<file path="src/rtl/arith_pkg.sv">
// Shared opcodes, FSM encoding and small decode helpers for the sequential
// arithmetic unit and its iterative mul/div core.
package arith_pkg;

    localparam logic [1:0] OP_ADD = 2'b00;
    localparam logic [1:0] OP_SUB = 2'b01;
    localparam logic [1:0] OP_MUL = 2'b10;
    localparam logic [1:0] OP_DIV = 2'b11;

    typedef enum logic [1:0] {
        ST_IDLE = 2'd0,
        ST_CALC = 2'd1,
        ST_DONE = 2'd2
    } state_t;

    // Iterative core personality, chosen once at load time.
    typedef enum logic {
        MODE_MUL = 1'b0,
        MODE_DIV = 1'b1
    } core_mode_t;

    // Mul and div are the two opcodes that need the multi-cycle core.
    function automatic logic is_iter_op(input logic [1:0] op);
        return op[1];
    endfunction

    function automatic core_mode_t op_to_mode(input logic [1:0] op);
        return (op == OP_DIV) ? MODE_DIV : MODE_MUL;
    endfunction

endpackage

</file>
<file path="src/rtl/seq_arith_unit_if.sv">
// Request/response bundle of the sequential arithmetic unit: start/busy/done
// handshake, operands in, registered result and status flags out.
interface seq_arith_unit_if #(
    parameter int WIDTH = 4
);

    logic                   start;
    logic [1:0]             operation;
    logic [WIDTH-1:0]       x;
    logic [WIDTH-1:0]       y;
    logic                   busy;
    logic                   done;
    logic [2*WIDTH-1:0]     returnValue;
    logic                   overflow;
    logic                   divByZero;

    modport master (
        output start,
        output operation,
        output x,
        output y,
        input  busy,
        input  done,
        input  returnValue,
        input  overflow,
        input  divByZero
    );

    modport slave (
        input  start,
        input  operation,
        input  x,
        input  y,
        output busy,
        output done,
        output returnValue,
        output overflow,
        output divByZero
    );

endinterface

</file>
<file path="src/rtl/arith_iter_core.sv">
// Shared multi-cycle engine: WIDTH shift-add multiply steps or WIDTH restoring
// divide steps on one 2*WIDTH shift register and one WIDTH+1-bit adder.
module arith_iter_core
    import arith_pkg::*;
#(
    parameter int WIDTH = 4
) (
    input  logic                 clk,
    input  logic                 rst,
    input  logic                 load,
    input  core_mode_t           mode,
    input  logic                 step,
    input  logic [WIDTH-1:0]     a,
    input  logic [WIDTH-1:0]     b,
    output logic [2*WIDTH-1:0]   result,
    output logic                 last
);

    localparam int CW = $clog2(WIDTH + 1);

    logic [2*WIDTH-1:0] sr;
    logic [WIDTH-1:0]   opd;
    core_mode_t         mode_q;
    logic [CW-1:0]      cnt;

    logic [WIDTH:0]     add_a;
    logic [WIDTH:0]     add_b;
    logic [WIDTH:0]     add_s;
    logic [2*WIDTH-1:0] step_val;

    // Mul: sr = {acc, multiplier}. Div: sr = {remainder, dividend/quotient};
    // the remainder window is widened by the next dividend bit before the trial subtract.
    always_comb begin
        add_b = {1'b0, opd};
        if (mode_q == MODE_DIV) begin
            add_a = sr[2*WIDTH-1:WIDTH-1];
            add_s = add_a - add_b;
        end else begin
            add_a = {1'b0, sr[2*WIDTH-1:WIDTH]};
            add_s = add_a + add_b;
        end
    end

    always_comb begin
        if (mode_q == MODE_DIV) begin
            if (add_s[WIDTH])
                step_val = {sr[2*WIDTH-2:0], 1'b0};
            else
                step_val = {add_s[WIDTH-1:0], sr[WIDTH-2:0], 1'b1};
        end else begin
            if (sr[0])
                step_val = {add_s, sr[WIDTH-1:1]};
            else
                step_val = {1'b0, sr[2*WIDTH-1:1]};
        end
    end

    // result is the value the register takes on this step, so the caller can
    // register it on the same edge that retires the final iteration.
    assign result = step_val;
    assign last   = (cnt == CW'(1));

    always_ff @(posedge clk) begin
        if (load) begin
            sr     <= {{WIDTH{1'b0}}, a};
            opd    <= b;
            mode_q <= mode;
        end else if (step) begin
            sr     <= step_val;
        end
    end

    always_ff @(posedge clk) begin
        if (rst)
            cnt <= '0;
        else if (load)
            cnt <= CW'(WIDTH);
        else if (step && (cnt != '0))
            cnt <= cnt - CW'(1);
    end

endmodule

</file>
<file path="src/rtl/seq_arith_unit.sv">
// Sequential unsigned add/sub/mul/div unit with start/busy/done handshake;
// add/sub resolve at accept, mul/div run WIDTH iterations in arith_iter_core.
module seq_arith_unit
    import arith_pkg::*;
#(
    parameter int WIDTH = 4
) (
    input  logic             clock,
    input  logic             reset,
    seq_arith_unit_if.slave  bus
);

    state_t               state;
    logic                 busy_r;
    logic                 done_r;
    logic [2*WIDTH-1:0]   result_r;
    logic                 overflow_r;
    logic                 div_zero_r;

    logic                 accept;
    logic                 div_zero;
    logic                 core_load;
    logic                 core_step;
    logic                 core_last;
    logic [2*WIDTH-1:0]   core_result;
    logic [WIDTH:0]       addsub;

    always_comb begin
        accept    = (state == ST_IDLE) && bus.start;
        div_zero  = (bus.operation == OP_DIV) && (bus.y == '0);
        core_load = accept && is_iter_op(bus.operation) && !div_zero;
        core_step = (state == ST_CALC);
        // Bit WIDTH is the carry-out on add and the borrow on sub.
        if (bus.operation == OP_SUB)
            addsub = {1'b0, bus.x} - {1'b0, bus.y};
        else
            addsub = {1'b0, bus.x} + {1'b0, bus.y};
    end

    arith_iter_core #(
        .WIDTH (WIDTH)
    ) u_core (
        .clk    (clock),
        .rst    (reset),
        .load   (core_load),
        .mode   (op_to_mode(bus.operation)),
        .step   (core_step),
        .a      (bus.x),
        .b      (bus.y),
        .result (core_result),
        .last   (core_last)
    );

    // Result registers change only on the edge that enters DONE.
    always_ff @(posedge clock) begin
        if (reset) begin
            state      <= ST_IDLE;
            busy_r     <= 1'b0;
            done_r     <= 1'b0;
            result_r   <= '0;
            overflow_r <= 1'b0;
            div_zero_r <= 1'b0;
        end else begin
            case (state)
                ST_IDLE: begin
                    done_r <= 1'b0;
                    if (accept) begin
                        busy_r <= 1'b1;
                        if (!is_iter_op(bus.operation)) begin
                            state      <= ST_DONE;
                            done_r     <= 1'b1;
                            result_r   <= {{WIDTH{1'b0}}, addsub[WIDTH-1:0]};
                            overflow_r <= addsub[WIDTH];
                            div_zero_r <= 1'b0;
                        end else if (div_zero) begin
                            state      <= ST_DONE;
                            done_r     <= 1'b1;
                            result_r   <= {bus.x, {WIDTH{1'b1}}};
                            overflow_r <= 1'b0;
                            div_zero_r <= 1'b1;
                        end else begin
                            state <= ST_CALC;
                        end
                    end
                end
                ST_CALC: begin
                    if (core_last) begin
                        state      <= ST_DONE;
                        done_r     <= 1'b1;
                        result_r   <= core_result;
                        overflow_r <= 1'b0;
                        div_zero_r <= 1'b0;
                    end
                end
                ST_DONE: begin
                    state  <= ST_IDLE;
                    busy_r <= 1'b0;
                    done_r <= 1'b0;
                end
                default: begin
                    state  <= ST_IDLE;
                    busy_r <= 1'b0;
                    done_r <= 1'b0;
                end
            endcase
        end
    end

    assign bus.busy        = busy_r;
    assign bus.done        = done_r;
    assign bus.returnValue = result_r;
    assign bus.overflow    = overflow_r;
    assign bus.divByZero   = div_zero_r;

endmodule
</file>
<file path="src/flat_wrapper.sv">
// flat-port wrapper written by rule: the top's interface ports become plain ports
module seq_arith_unit_flat import arith_pkg::*;
#(
    parameter int WIDTH = 4
)
  (clock, reset, bus_start, bus_operation, bus_x, bus_y, bus_busy, bus_done, bus_returnValue, bus_overflow, bus_divByZero);
  seq_arith_unit_if #(.WIDTH(WIDTH)) bus_i ();
  input  logic clock;
  input  logic reset;
  input wire logic [$bits(bus_i.start)-1:0] bus_start;
  input wire logic [$bits(bus_i.operation)-1:0] bus_operation;
  input wire logic [$bits(bus_i.x)-1:0] bus_x;
  input wire logic [$bits(bus_i.y)-1:0] bus_y;
  output wire logic [$bits(bus_i.busy)-1:0] bus_busy;
  output wire logic [$bits(bus_i.done)-1:0] bus_done;
  output wire logic [$bits(bus_i.returnValue)-1:0] bus_returnValue;
  output wire logic [$bits(bus_i.overflow)-1:0] bus_overflow;
  output wire logic [$bits(bus_i.divByZero)-1:0] bus_divByZero;
  assign bus_i.start = bus_start;
  assign bus_i.operation = bus_operation;
  assign bus_i.x = bus_x;
  assign bus_i.y = bus_y;
  assign bus_busy = bus_i.busy;
  assign bus_done = bus_i.done;
  assign bus_returnValue = bus_i.returnValue;
  assign bus_overflow = bus_i.overflow;
  assign bus_divByZero = bus_i.divByZero;
  seq_arith_unit #(.WIDTH(WIDTH)) u_core (.clock(clock), .reset(reset), .bus(bus_i));
endmodule
</file>
<file path="config.mk">
export PLATFORM = sky130hd
export DESIGN_NAME = seq_arith_unit_flat
export DESIGN_NICKNAME = d
export VERILOG_FILES = /design/src/rtl/arith_pkg.sv /design/src/rtl/seq_arith_unit_if.sv /design/src/rtl/arith_iter_core.sv /design/src/rtl/seq_arith_unit.sv /design/src/flat_wrapper.sv
export SDC_FILE = /design/constraint.sdc
export NUM_CORES = 1
export LEC_CHECK = 0
export ABC_AREA = 1
export BUFFER_PORTS_ARGS = -buffer_cell sky130_fd_sc_hd__buf_2
export CAP_MARGIN = 0
export CORE_MARGIN = 5
export CORE_UTILIZATION = 54
export CTS_CLUSTER_DIAMETER = 60
export DETAILED_ROUTE_END_ITERATION = 8
export PLACE_DENSITY = 0.75
export SLEW_MARGIN = 20
export SYNTH_ARGS = -nofsm -noshare
export SYNTH_HDL_FRONTEND = slang
export SYNTH_SLANG_ARGS = --single-unit
</file>
<file path="constraint.sdc">
create_clock -name clock -period 2.4 [get_ports clock]
set_input_delay 0.12 -clock clock [delete_from_list [all_inputs] [get_ports clock]]
set_output_delay 0.12 -clock clock [all_outputs]
set_load 0.01 [all_outputs]
</file>
Word-level counts from Yosys, hierarchy flattened --
Index checks and enable logic that the tools add are counted.
Word-level totals: register bits after elaboration 30, latch bits 0, RAM bits 0, ROM bits 0, memories kept 0
Operators by class: add/sub/neg operators 5, $mul 0, divide/modulo/power cells 0, order comparisons 0, equal/unequal tests 7, shifts and indexed selects 0, multiplexer cells 36, bitwise operators 1, reductions and logical operators 16
Operator list (number):
- 8-bit 2-to-1 mux | 7
- 8-bit case mux with 2 select lines | 1
- 1-bit 2-to-1 mux | 13
- 4-bit by 4-bit adder with 5-bit output | 2
- 5-bit 2-to-1 mux | 2
- 2-bit 2-to-1 mux | 4
- 4-bit 2-to-1 mux | 2
- 1-bit case mux with 2 select lines | 4
- 3-bit 2-to-1 mux | 2
- 2-bit nonzero test | 3
- 1-bit logical AND | 5
- 4-bit by 4-bit subtractor with 5-bit output | 1
- 5-bit by 4-bit subtractor with 5-bit output | 1
- 2-bit by 1-bit == test with 1-bit output, second input constant | 2
- 4-bit logical NOT | 1
- 2-bit by 1-bit inequality test with 1-bit output, second input constant | 2
- 2-bit case mux with 2 select lines | 1
- 2-bit AND reduction | 2
- 4-bit AND reduction | 1
- 3-bit by 1-bit == test with 1-bit output, second input constant | 1
- 3-bit by 2-bit inequality test with 1-bit output, second input constant | 1
- 3-bit nonzero test | 1
- 3-bit by 1-bit subtractor with 3-bit output, second input constant | 1
- 2-bit == test, second input constant | 1
- other kinds (4) | 4

Logic depth before layout (Yosys ltp) --
Gate-level depths: netlist of run 1.
word-level depth 6, depth in mapped cells 14, gate-level depth less buffers 14

Modules after synthesis --
From an unflattened synthesis of run 1, not the netlist that was laid out.
Unflattened totals: cell total of the unflattened synthesis 318, area total of the unflattened synthesis 2199.6 um^2
By module, submodules not included:
- arith_iter_core | times used 1, cells an instance 174, area each 1278.7 um^2, sequential area each 410.4 um^2
- seq_arith_unit | times used 1, cells an instance 144, area each 920.9 um^2, sequential area each 280.3 um^2

Worst setup path after synthesis of run 1 --
Ideal clock, no wire load.
kind reg2reg, from register u_core.u_core.sr[3], to register u_core.u_core.sr[6], arrival time 1710 ps, slack 566 ps, stages on the path, launching flop included 15, path buffers 0, path through edfxtp_1 inv_1 ha_1 inv_1 fa_1 nand2_1 nand2_1 nand3_1 nand3_2 nand2_1 nand2_1 nand2_1 nand2_1 nand2_1 o21ai_0
Between the ends: cells in the longest elaborated chain, start to end 4
Ends and longest elaborated chain:
- start, declared | line arith_iter_core.sv:21 | logic [2*WIDTH-1:0] sr;
- start signal, assigned | line arith_iter_core.sv:65 | sr <= {{WIDTH{1'b0}}, a};
- start signal, assigned | line arith_iter_core.sv:69 | sr <= step_val;
- 5-bit by 4-bit subtractor with 5-bit output (*) | line arith_iter_core.sv:37 | add_s = add_a - add_b;
- 5-bit 2-to-1 mux (*) | line arith_iter_core.sv:35 | if (mode_q == MODE_DIV) begin
- 8-bit 2-to-1 mux, on equally long branches | line arith_iter_core.sv:51, arith_iter_core.sv:46
- 8-bit 2-to-1 mux (*) | line arith_iter_core.sv:45 | if (mode_q == MODE_DIV) begin
Every way passes the cells marked *; elsewhere a longest branch is shown, timed or not. A chain may end at the register's enable or synchronous reset.

Final worst setup path of run 1 --
Ends and elaborated chain as after synthesis.

==> results of run 1 <==
-- synthesized netlist by cell type, types with 3 or more instances --
master and instances:
ha_1 16, inv_1 41, dfxtp_1 21, nand2_1 58, fa_1 3, nand2_2 3, edfxtp_1 9, nor2_1 8
nand3_1 18, a21oi_1 29, o21ai_0 24
-- power groups by stage --
stage	clock network, mW	logic, mW	registers, mW
final	0.514	0.537	0.635
after global routing	0.534	0.604	0.644
after CTS	0.517	0.537	0.636
after detailed placement	0	0.535	0.647
after global placement	0	0.525	0.645
after floorplan	0	0.395	0.645
-- kinds of logic after synthesis --
kind of cell | synth area share (%)
xor gates and xnor gates | 1.74
and+or+nand+nor | 22.1
AOI/OAI and AO/OA | 19.3
buffers and inverters | 9.58
adders and majority gates | 12.9
DFF | 34.3
-- stage by stage --
| step | util [%] | instances | worst slack, ns | total power, mW |
|---|---|---|---|---|
| after floorplan | - | 265 | 0.566 | 1.04 |
| after global placement | 59.8 | 334 | 0.399 | 1.17 |
| after detailed placement | 59.8 | 334 | 0.355 | 1.18 |
| after CTS | 62.8 | 342 | 0.314 | 1.69 |
| after global routing | 62.8 | 342 | 0.137 | 1.78 |
| final | 62.8 | 342 | 0.287 | 1.69 |
-- layout make-up --
type                            instances  area, sq um
Clock inverter                          3         40.0
Fill cell                             341         1350
Tap cell                               48         60.1
Clock buffer                            5         68.8
Multi-Input combinational cell        187         1130
Timing Repair Buffer                   25          128
Inverter                               44          168
Sequential cell                        30          691
-- path summary, 6_finish.rpt --
check | to | slack (ns) | cells after the start
hold / removal | u_core.u_core.opd[1] | 0.06 | 1
setup / recovery | u_core.u_core.sr[6] | 0.29 | 14
setup reg to reg | u_core.u_core.sr[6] | 0.29 | 14
hold reg to reg | u_core.bus.returnValue[3] | 0.47 | 2
-- registers in the layout, summed over array words and instances (netlist names) --
signal / cells
u_core.u_core.mode_q: 1
u_core.bus.returnValue: 8
u_core.bus.done: 1
u_core.u_core.sr: 8
u_core.state: 2
u_core.bus.busy: 1
u_core.u_core.cnt: 3
u_core.bus.overflow: 1
u_core.u_core.opd: 4
u_core.bus.divByZero: 1
-- layer usage --
layer | routed length (microns) | track usage, %
met3 | 220 | 3.98
met1 | 1950 | 23.2
met5 | 0 | 0
met4 | 113 | 8.77
met2 | 2210 | 30.1
==> flow_metrics.tcl, run 1 <==
set metrics [dict create \
    diodes 0 \
    grt_pass1_wl_microns 7420 \
    io_buffer_count 24 \
    rsz0062_at_grt "false" \
    grt_overflow_total 0 \
    layout_commonest_cell "nand2_1" \
    drt-initial-drc-count 112 \
    hp-class "input pin to flip-flop" \
    grtUsageTotal_pct 18.4 \
    insertion_delay_ns 0.29 \
    drv_slew 0 \
    critical_path_class "flip-flop to flip-flop" \
    crit_family "simple AND/OR/NAND/NOR gates" \
    route.vias.total 1821 \
    r2r-start "u_core.u_core.sr[3]" \
    antenna_found_initial 0 \
    async_flop_share_pct 0 \
    die-area_sq_um 5040 \
    critical_path.max_fanout 5 \
    final_cell_mix "58 x nand2_1, 41 x inv_1, 29 x a21oi_1, 24 x o21ai_0, 24 x buf_2" \
    switchingPower_uw 593 \
    seqPwrFrac_pct 37.7 \
    hp-start "bus_y[1]" \
    crit_required_ns 2.57 \
    dpl.hpwl_microns 3570 \
    die_h_microns 71.0 \
    dr.pass1.iters 4 \
    combPwrFrac_pct 31.8 \
    wl_per_cell_microns 13.2 \
    tns_ns 0 \
    htree_levels 2 \
    globalplace.congestion 0.856 \
    timing.final.crit_share_pct 88.0 \
    clockBufferDepth 2 \
    cellInternalPower_mw 1.09 \
    cap_violations 0 \
    ctsResizeCount 0 \
    synthCells 265 \
    grt_max_degree 15 \
    fin_worst_skew_ns 0.00377 \
    slew_headroom_pct 73.5 \
    yosysTopAreaCellShare_pct 20.9 \
    start_kind "flip-flop" \
    clkSinkCount 30 \
    avgSynthCellArea_sq_um 7.59 \
    viasPerCell 5.32 \
    clock.fmax_ghz 0.473 \
    yosysSeqAreaShare_pct 34.3 \
    p_leak_nw 1.09 \
    path_clk_slew_ns 0.07 \
    synth-edff-count 9 \
    yosysWarnings 0 \
    synth_cell_types 36 \
    placed_area_sq_um 2170 \
    drc 0 \
    drtAntennaViolNets 0 \
    holdWs_ns 0.0573 \
    design_area_sq_um 2280 \
    cellPowerDensity_nw_per_um2 739 \
    pwr-share-clk_pct 30.5 \
    worst_pin_slew_ns 0.398 \
    max-vdd-ir-drop_mv 0.379 \
    status "finished, final reports clean" \
    die_x_microns 71.0 \
    synth_ff_type "dfxtp_1" \
    synth_area_leaders "dfxtp_1 21%, edfxtp_1 13%, nand2_1 11%" \
    fin_crit_ns 2.11 \
    numCtsBuffers 5 \
    postCtsSetupBuffers 0 \
    cp-end-kind "flip-flop" \
    hold_viol_final 0 \
    initial_core_util_pct 55.3 \
    critPathMaxStageDelay_ns 0.41 \
    drive_above_1_share_pct 17.3 \
    nets 325 \
    crit_path_top_delay_cell "fa_1" \
    synthToLayoutAreaGrowth_pct 13.5 \
    cp_num_buf_inv 2 \
    cts_tree "built" \
    rows 22 \
    fp.coreArea_sq_um 3630 \
    totalWireLength_microns 4500 \
    cts_hold_buf 0 \
    setup_viol 0 \
    syn-cell-area_sq_um 2010 \
    startpoint "u_core.u_core.sr[3]" \
    synth_area_leader_cell "dfxtp_1" \
    path_cells "inv_1 -> ha_1 -> inv_1 -> fa_1 -> nand2_1 -> nand2_1 -> nand3_1 -> nand3_2 -> nand2_1 -> nand2_1 -> nand2_1 -> nand2_1 -> nand2_1 -> o21ai_0" \
    grt_pass1_vias 1694 \
    syn_nets 297 \
    ys_ff_latch 30 \
    worst_path_most_repeated_cell "nand2_1" \
    worst_ep_arrival_time_ns 2.28 \
    switching_share_pct 35.1 \
    ios 25 \
    root_buffer "clkbuf_8" \
]
(Power assumes the default switching activity.)
==> run 2: changes to the inputs <==
--- a/config.mk
+++ b/config.mk
@@ -7,11 +7,12 @@
 export LEC_CHECK = 0
 export ABC_AREA = 1
 export BUFFER_PORTS_ARGS = -buffer_cell sky130_fd_sc_hd__buf_2
-export CAP_MARGIN = 0
+export CAP_MARGIN = 20
 export CORE_MARGIN = 5
 export CORE_UTILIZATION = 54
 export CTS_CLUSTER_DIAMETER = 60
 export DETAILED_ROUTE_END_ITERATION = 8
+export MAX_ROUTING_LAYER = met4
 export PLACE_DENSITY = 0.75
 export SLEW_MARGIN = 20
 export SYNTH_ARGS = -nofsm -noshare
==> flow_metrics.tcl, run 2 (synthesis results as in run 1) <==
set metrics [dict create \
    status "finished, final reports clean" \
    worst_ep_arrival_time_ns 2.28 \
    cap_violations 0 \
    cts_tree "built" \
    switching_share_pct 35.1 \
    final_cell_mix "58 x nand2_1, 41 x inv_1, 29 x a21oi_1, 24 x o21ai_0, 24 x buf_2" \
    insertion_delay_ns 0.29 \
    crit_required_ns 2.57 \
    die_x_microns 71.0 \
    diodes 0 \
    crit_path_top_delay_cell "fa_1" \
    holdWs_ns 0.0573 \
    die-area_sq_um 5040 \
    io_buffer_count 24 \
    multi_input_area_sq_um 1130 \
    numCtsBuffers 5 \
    fin_util_pct 62.8 \
    root_buffer "clkbuf_8" \
    critical_path.max_fanout 5 \
    hp-class "input pin to flip-flop" \
    totalWireLength_microns 4500 \
    synthToLayoutAreaGrowth_pct 13.5 \
    drive_above_1_share_pct 17.3 \
    dpl.hpwl_microns 3570 \
    switchingPower_uw 593 \
    path_cells "inv_1 -> ha_1 -> inv_1 -> fa_1 -> nand2_1 -> nand2_1 -> nand3_1 -> nand3_2 -> nand2_1 -> nand2_1 -> nand2_1 -> nand2_1 -> nand2_1 -> o21ai_0" \
    seqPwrFrac_pct 37.7 \
    grt_pass1_wl_microns 7420 \
    cts_hold_buf 0 \
    critical_path_class "flip-flop to flip-flop" \
    drv_slew 0 \
    clock.fmax_ghz 0.473 \
    pwr-share-clk_pct 30.5 \
    fin_crit_ns 2.11 \
    rsz0062_at_grt "false" \
    nFillCells 341 \
    clockBufferDepth 2 \
    layout_commonest_cell "nand2_1" \
    ios 25 \
    placed_area_sq_um 2170 \
    met1_usage_pct 23.2 \
    grtUsageTotal_pct 19.0 \
    route.vias.total 1821 \
    timing.final.crit_share_pct 88.0 \
    tns_ns 0 \
    drtAntennaViolNets 0 \
    grt_overflow_total 0 \
    fin_worst_skew_ns 0.00377 \
    initial_core_util_pct 55.3 \
    slew_headroom_pct 73.5 \
    postCtsSetupBuffers 0 \
    worst_pin_slew_ns 0.398 \
    grtUsageMet2_pct 30.1 \
    htree_levels 2 \
    antenna_found_initial 0 \
    setup_viol 0 \
    start_kind "flip-flop" \
    cp-end-kind "flip-flop" \
    max-vdd-ir-drop_mv 0.379 \
    worst_path_most_repeated_cell "nand2_1" \
    path_clk_slew_ns 0.07 \
    fp.coreArea_sq_um 3630 \
    grt_pass1_vias 1694 \
    seq_area_sq_um 691 \
    critPathMaxStageDelay_ns 0.41 \
    combPwrFrac_pct 31.8 \
    grtUsageMet3_pct 3.84 \
    design_area_sq_um 2280 \
    hold_viol_final 0 \
    grt_max_degree 15 \
    drt-initial-drc-count 123 \
    p_leak_nw 1.09 \
    cellInternalPower_mw 1.09 \
    rows 22 \
    globalplace.congestion 0.869 \
    ctsResizeCount 0 \
    wl_per_cell_microns 13.2 \
    grt.busiest_layer "met2" \
    viasPerCell 5.32 \
    clkSinkCount 30 \
    drc 0 \
    die_h_microns 71.0 \
    nets 325 \
    cellPowerDensity_nw_per_um2 739 \
    dr.pass1.iters 4 \
]
-- run 2: per-stage QoR --
| step | power (mW) | worst slack, ns | instances |
|---|---|---|---|
| 2_1_floorplan | 1.04 | 0.566 | 265 |
| 3_3_place_gp | 1.17 | 0.399 | 334 |
| 3_5_place_dp | 1.18 | 0.355 | 334 |
| 6_report | 1.69 | 0.287 | 342 |
| 4_1_cts | 1.69 | 0.314 | 342 |
| 5_1_grt | 1.78 | 0.137 | 342 |
-- run 2: worst paths after layout --
check | start | to | slack [ns] | cells after the start
worst max-delay path | u_core.u_core.sr[3] | u_core.u_core.sr[6] | 0.29 | 14
worst min-delay path | bus_y[1] | u_core.u_core.opd[1] | 0.06 | 1
worst max register to register | u_core.u_core.sr[3] | u_core.u_core.sr[6] | 0.29 | 14
worst min register to register | u_core.bus.returnValue[3] | u_core.bus.returnValue[3] | 0.47 | 2
-- run 2: area by class of cell --
cell class              instances  area share (%)
clock inverters                 3            1.75
repair buffers                 25            5.59
multi-input cells             187            49.4
inverters                      44            7.35
clock buffers                   5            3.02
well taps                      48            2.63
flip-flops and latches         30            30.3
-- run 2: power groups by stage --
stage          Clock, mW  Sequential [mW]  Combinational (mW)
3_5_place_dp           0            0.647               0.535
3_3_place_gp           0            0.645               0.525
2_1_floorplan          0            0.645               0.395
5_1_grt            0.534            0.644               0.604
6_report           0.514            0.635               0.537
4_1_cts            0.517            0.636               0.537
-- run 2: per-layer routing --
metal	vias to the layer above	wire, microns
met4	0	113
met1	827	1960
li1	932	-
met3	13	213
met5	-	0
met2	49	2210
-- run 2: worst max-delay path: cells and delay by family, from the launching register on --
kind,cells,cell delay (ns)
AND/OR/NAND/NOR,9,0.81
adder cells (fa/ha/maj),2,0.55
flip-flops,1,0.38
AO/OA/AOI/OAI,1,0.09
buffers and inverters,2,0.15
